`config.mk`:
```
export PLATFORM = sky130hd
export DESIGN_NAME = move_sequencer
export DESIGN_NICKNAME = d
export VERILOG_FILES = /design/src/rtl/move_sequencer_pkg.sv /design/src/rtl/move_sequencer.sv
export SDC_FILE = /design/constraint.sdc
export NUM_CORES = 1
export LEC_CHECK = 0
export ABC_AREA = 1
export CAP_MARGIN = 20
export CORE_AREA = 2 2 433 435
export DETAILED_ROUTE_END_ITERATION = 8
export DIE_AREA = 0 0 435 437
export HOLD_SLACK_MARGIN = 0.12
export PLACE_DENSITY = 0.42
export SETUP_SLACK_MARGIN = 0.15
export SLEW_MARGIN = 10
export SYNTH_ARGS = -nofsm -noshare
export SYNTH_HDL_FRONTEND = slang
export SYNTH_SLANG_ARGS = --single-unit
```
`constraint.sdc`:
```
create_clock -name clk -period 21.4 [get_ports clk]
set_input_delay 4.28 -clock clk [delete_from_list [all_inputs] [get_ports clk]]
set_output_delay 4.28 -clock clk [all_outputs]
set_load 0.005 [all_outputs]
```
`src/rtl/move_sequencer_pkg.sv`:
```
// Shared defaults for the move sequencer: board geometry, generator depth
// and the width of the exported FSM state.
package move_sequencer_pkg;

   localparam int DEFAULT_PIECE_BITS    = 4;
   localparam int DEFAULT_MAX_POSITIONS = 64;
   localparam int STATE_WIDTH           = 3;

endpackage

```
`src/rtl/move_sequencer.sv`:
```
// Walks the all_moves generator through one parent position: launch, wait for
// the move list, stream every child out on a valid/ready port, then release it.
module move_sequencer
   import move_sequencer_pkg::*;
#(
   parameter int PIECE_WIDTH        = DEFAULT_PIECE_BITS,
   parameter int SIDE_WIDTH         = PIECE_WIDTH * 8,
   parameter int BOARD_WIDTH        = SIDE_WIDTH * 8,
   parameter int MAX_POSITIONS      = DEFAULT_MAX_POSITIONS,
   parameter int MAX_POSITIONS_LOG2 = $clog2(MAX_POSITIONS)
) (
   input  logic                          clk,
   input  logic                          reset,

   input  logic                          req_valid,
   output logic                          req_ready,
   input  logic [BOARD_WIDTH-1:0]        req_board,
   input  logic                          req_white_to_move,
   input  logic [3:0]                    req_castle_mask,
   input  logic [3:0]                    req_en_passant_col,
   input  logic                          abort,

   output logic                          gen_board_valid,
   output logic [BOARD_WIDTH-1:0]        gen_board,
   output logic                          gen_white_to_move,
   output logic [3:0]                    gen_castle_mask,
   output logic [3:0]                    gen_en_passant_col,
   output logic [MAX_POSITIONS_LOG2-1:0] gen_move_index,
   output logic                          gen_clear_moves,
   input  logic                          gen_moves_ready,
   input  logic [MAX_POSITIONS_LOG2-1:0] gen_move_count,
   input  logic [BOARD_WIDTH-1:0]        gen_board_out,
   input  logic                          gen_white_to_move_out,
   input  logic [3:0]                    gen_castle_mask_out,
   input  logic [3:0]                    gen_en_passant_col_out,

   output logic                          out_valid,
   input  logic                          out_ready,
   output logic [BOARD_WIDTH-1:0]        out_board,
   output logic                          out_white_to_move,
   output logic [3:0]                    out_castle_mask,
   output logic [3:0]                    out_en_passant_col,
   output logic [MAX_POSITIONS_LOG2-1:0] out_index,
   output logic                          out_last,

   output logic                          done,
   output logic                          done_aborted,
   output logic [MAX_POSITIONS_LOG2-1:0] done_count,

   output logic [STATE_WIDTH-1:0]        debug_state
);

   // Both ports are valid/ready: a transfer happens on a rising clk edge where
   // valid and ready are both high; valid, once raised, holds with its payload
   // until that transfer (or an abort on the output side).
   localparam logic [STATE_WIDTH-1:0] S_IDLE     = 3'd0;
   localparam logic [STATE_WIDTH-1:0] S_LAUNCH   = 3'd1;
   localparam logic [STATE_WIDTH-1:0] S_WAIT_GEN = 3'd2;
   localparam logic [STATE_WIDTH-1:0] S_ADDR     = 3'd3;
   localparam logic [STATE_WIDTH-1:0] S_CAPTURE  = 3'd4;
   localparam logic [STATE_WIDTH-1:0] S_PRESENT  = 3'd5;
   localparam logic [STATE_WIDTH-1:0] S_CLEAR    = 3'd6;

   logic [STATE_WIDTH-1:0]        state_q;
   logic [STATE_WIDTH-1:0]        state_d;
   logic                          aborted_q;
   logic [MAX_POSITIONS_LOG2-1:0] index_q;
   logic [MAX_POSITIONS_LOG2-1:0] count_q;
   logic                          handshake;
   logic                          clear_exit;

   assign handshake  = out_valid && out_ready;
   assign clear_exit = (state_q == S_CLEAR) && !gen_moves_ready;

   always_ff @(posedge clk or posedge reset) begin
      if (reset) begin
         state_q <= S_IDLE;
      end else begin
         state_q <= state_d;
      end
   end

   always_comb begin
      state_d = state_q;
      case (state_q)
         S_IDLE: begin
            if (req_valid) begin
               state_d = S_LAUNCH;
            end
         end
         S_LAUNCH: begin
            state_d = S_WAIT_GEN;
         end
         S_WAIT_GEN: begin
            // Generation cannot be cancelled, so an abort only takes effect here.
            if (gen_moves_ready) begin
               if (aborted_q || abort || (gen_move_count == '0)) begin
                  state_d = S_CLEAR;
               end else begin
                  state_d = S_ADDR;
               end
            end
         end
         S_ADDR: begin
            state_d = abort ? S_CLEAR : S_CAPTURE;
         end
         S_CAPTURE: begin
            state_d = abort ? S_CLEAR : S_PRESENT;
         end
         S_PRESENT: begin
            if (abort) begin
               state_d = S_CLEAR;
            end else if (handshake) begin
               state_d = out_last ? S_CLEAR : S_ADDR;
            end
         end
         S_CLEAR: begin
            if (!gen_moves_ready) begin
               state_d = S_IDLE;
            end
         end
         default: begin
            state_d = S_IDLE;
         end
      endcase
   end

   always_comb begin
      req_ready       = (state_q == S_IDLE);
      gen_board_valid = (state_q == S_LAUNCH);
      gen_clear_moves = (state_q == S_CLEAR);
      gen_move_index  = index_q;
      done_count      = count_q;
      debug_state     = state_q;
   end

   always_ff @(posedge clk or posedge reset) begin
      if (reset) begin
         gen_board          <= '0;
         gen_white_to_move  <= 1'b0;
         gen_castle_mask    <= '0;
         gen_en_passant_col <= '0;
         aborted_q          <= 1'b0;
         index_q            <= '0;
         count_q            <= '0;
      end else begin
         if (state_q == S_IDLE) begin
            if (req_valid) begin
               gen_board          <= req_board;
               gen_white_to_move  <= req_white_to_move;
               gen_castle_mask    <= req_castle_mask;
               gen_en_passant_col <= req_en_passant_col;
               aborted_q          <= 1'b0;
            end
         end else if (abort) begin
            aborted_q <= 1'b1;
         end
         if ((state_q == S_WAIT_GEN) && gen_moves_ready) begin
            count_q <= gen_move_count;
            index_q <= '0;
         end
         // An abort beats a simultaneous handshake, so the index stays put.
         if ((state_q == S_PRESENT) && handshake && !abort && !out_last) begin
            index_q <= index_q + 1'b1;
         end
      end
   end

   always_ff @(posedge clk or posedge reset) begin
      if (reset) begin
         out_valid          <= 1'b0;
         out_board          <= '0;
         out_white_to_move  <= 1'b0;
         out_castle_mask    <= '0;
         out_en_passant_col <= '0;
         out_index          <= '0;
         out_last           <= 1'b0;
         done               <= 1'b0;
         done_aborted       <= 1'b0;
      end else begin
         out_valid <= (state_d == S_PRESENT);
         // RAM read data is valid in CAPTURE, one cycle after the ADDR cycle.
         if (state_q == S_CAPTURE) begin
            out_board          <= gen_board_out;
            out_white_to_move  <= gen_white_to_move_out;
            out_castle_mask    <= gen_castle_mask_out;
            out_en_passant_col <= gen_en_passant_col_out;
            out_index          <= index_q;
            out_last           <= (index_q == count_q - 1'b1);
         end
         done         <= clear_exit;
         done_aborted <= clear_exit && (aborted_q || abort);
      end
   end

endmodule
```
==> metrics.log <==
INFO  metric hold_path_class = reg2reg
INFO  metric pwr_density_cell = 150 nW/um^2
INFO  metric synth.distinct_cells = 24
INFO  metric synthArstFlopShare = 100%
INFO  metric reg2reg_setup_slack = 17130 ps
INFO  metric syn_to_final_growth = 76.0%
INFO  metric synth_top_cell_by_area = dfrtp_1
INFO  metric max_cap_viol_count = 0
INFO  metric postRouteAntennaNets = 0
INFO  metric vias_in_the_first_global_route = 18.6k
INFO  metric path_max_fanout = 102
INFO  metric drc = 0
INFO  metric finalHoldViolCount = 0
INFO  metric drt_pass1_iterations = 4
INFO  metric kind_of_capture_point_of_the_worst_setup_path = async pin
INFO  metric routed_wl = 128000 um
INFO  metric floorplan.initialDensity = 11.5%
INFO  metric clock-sinks = 556
INFO  metric synth_sequential_area_ratio = 65.1%
INFO  metric cts.clk_slew.worst_paths = 60 ps
INFO  metric post_dr_wirelength_cell = 23.2 um
INFO  metric ctsHtreeMaxLevel = 3
INFO  metric port_buffers = 1099
INFO  metric cts_buffers = 75
INFO  metric final-setup-viol-count = 0
INFO  metric synthesis.yosys.warnings = 0
INFO  metric cts.path.max_buffers = 3
INFO  metric grt_pass1_wl = 171000 um
INFO  metric dpl-instance-area = 35100 sq um
INFO  metric mappedNetlistArea = 21400 sq um
INFO  metric synth_top_area_share = 65.1%
INFO  metric number_of_enable_flip_flop_cells_after_synthesis = 0
INFO  metric crit_type = in2async
INFO  metric placement_stage_worst_setup_slack = 12680 ps
INFO  metric layout_fillers = 20.3k
INFO  metric syn_avg_cell_area = 11.4 sq um
INFO  metric ys_seq_elements = 556
INFO  metric outcome = finished, final reports clean
INFO  metric end_of_the_worst_register_to_register_path = gen_board[117]
INFO  metric final_layout_size_suffix_gt1_share = 12.9%
INFO  metric layout.nets = 3520
INFO  metric grt_start_max_net_pins = 135
INFO  metric die_w = 435 um
INFO  metric worst-r2r-cell-count = 9
INFO  metric number_of_nets_in_the_synthesized_netlist = 2414
INFO  metric floorplan.die_area = 190000 sq um
INFO  metric cts.repair_timing.setup_buffer_count = 0
INFO  metric antenna_violations_before_repair = 57
INFO  metric number_of_standard_cells_after_synthesis = 1870
INFO  metric total_power = 5.65 mW
INFO  metric setup_tns = 0 ps
INFO  metric worstReg2RegStart = debug_state[1]
INFO  metric leakage = 16.4 nW
INFO  metric global_route.usage.total = 13.1%
INFO  metric clk_root_buffer_cell = clkbuf_16
INFO  metric timing.max_slew.rel_slack = 26.9%
INFO  metric design_area = 37600 sq um
INFO  metric min_clock_period_post_route = 7700 ps
INFO  metric grt_setup_unrepaired = false
INFO  metric timing.hold.worst_path_depth = 2
INFO  metric peakVddDrop = 0.0635 mV
INFO  metric worstSkewPairLatency = 710 ps
INFO  metric cts_tree = done
INFO  metric holdPathEnd = gen_board[103]
INFO  metric most-common-layout-cells = clkdlybuf4s50_1, nand2_1, dfrtp_1
INFO  metric vias_per_cell = 3.23
INFO  metric fin_skew = 45.9 ps
INFO  metric synthTopCellsByArea = dfrtp_1, nand2_1, mux2_2, mux2_4, buf_2
INFO  metric fin_ws = 13700 ps
INFO  metric total_number_of_placement_rows = 158
INFO  metric grt_overflow = 0
INFO  metric actual_transition_at_the_worst_max_transition_pin = 1100 ps
INFO  metric die_h = 437 um
INFO  metric final_max_slew_viol_count = 0
INFO  metric layout.cells.most_common = clkdlybuf4s50_1
INFO  metric drt_iter0_drc = 737
INFO  metric cp-start-kind = input pin
INFO  metric min_period_over_period = 36.0%
INFO  metric max_clock_freq = 130 MHz
INFO  metric min-delay-start = gen_board[103]
INFO  metric core_region_area = 185000 sq um
INFO  metric post_cts_hold_buffer_count = 0
INFO  metric post_cts_resized = 0
INFO  metric worst_ep_required_time = 22190 ps
INFO  metric routability_congestion = 0.847
INFO  metric dr_total_vias = 17.8k
INFO  metric postSynth.topFlopCell = dfrtp_1
INFO  metric dp.final_hpwl = 103000 um
INFO  metric final_util = 20.3%
INFO  metric ios = 1100
INFO  metric critical_path_arrival = 8490 ps
==> cell type report <==
cell class	count	area, sq um	share of cell area (%)
multi-input cells	1193	6840	18.2
diodes	13	32.5	0.0865
flip-flops and latches	556	13900	37.0
clock inverters	21	295	0.785
well taps	2480	3100	8.25
clock buffers	110	2130	5.66
repair buffers	1119	11200	29.7
inverters	31	131	0.349
==> layer usage <==
layer / global-route usage (%) / vias up / share of wire (%)
li1: - / 8158 / -
met1: 15.0 / 8855 / 39
met2: 23.1 / 567 / 51
met3: 4.97 / 184 / 8.1
met4: 2.73 / 66 / 1.7
met5: 0 / - / 0.32
==> Yosys cell counts, types with 3 or more instances <==
cell,number
a21oi_1,3
buf_2,76
buf_6,9
clkbuf_1,3
dfrtp_1,556
inv_1,30
mux2_1,5
mux2_2,190
mux2_4,70
nand2_1,854
nand3_1,19
nor2_1,26
o21ai_0,14
==> report_power, final <==
part | internal, mW | switching, mW | total [mW]
Combinational | 1.41 | 1.05 | 2.46
Clock | 0.723 | 0.540 | 1.26
Sequential | 1.57 | 0.361 | 1.93
Total | 3.70 | 1.95 | 5.65
==> state kept, by name, summed over array words and instances (netlist names) <==
signal / count
out_last: 1
gen_move_index: 6
gen_castle_mask: 4
done_count: 6
gen_en_passant_col: 4
aborted_q: 1
gen_white_to_move: 1
out_valid: 1
out_en_passant_col: 4
gen_board: 256
done: 1
debug_state: 3
out_castle_mask: 4
out_board: 256
out_index: 6
done_aborted: 1
out_white_to_move: 1
==> through the flow <==
step	hold WS, ps	instances
global route	484	5512
detailed placement	457	5379
finish	467	5523
CTS	470	5510
floorplan	458	1870
global placement	453	5379
==> how the worst max path moves through the flow <==
stage,start,to,cells after the start
floorplan,reset,aborted_q,1
global placement,reset,gen_board[232],6
detailed placement,reset,gen_board[164],6
CTS,reset,out_board[181],6
global route,reset,out_board[181],6
finish,reset,gen_board[232],6
==> cell families (layout without fill, tap and decap cells) <==
| kind of cell | after synthesis | count (layout) | synth area share, % |
|---|---|---|---|
| XOR/XNOR | 3 | 3 | 0.123 |
| multiplexers | 265 | 265 | 15.2 |
| buffers and inverters | 121 | 1281 | 2.91 |
| adder cells (fa/ha/maj) | 2 | 2 | 0.117 |
| AND/OR/NAND/NOR | 903 | 903 | 16.0 |
| other | 0 | 13 | 0 |
| flip-flops | 556 | 556 | 65.1 |
| AO/OA/AOI/OAI | 20 | 20 | 0.492 |
==> critical path, stage by stage <==
cell	delay, ps
clkdlybuf4s50_1	490
inv_8	480
buf_4	750
buf_4	760
buf_4	850
buf_4	650
(Power assumes the default switching activity.)
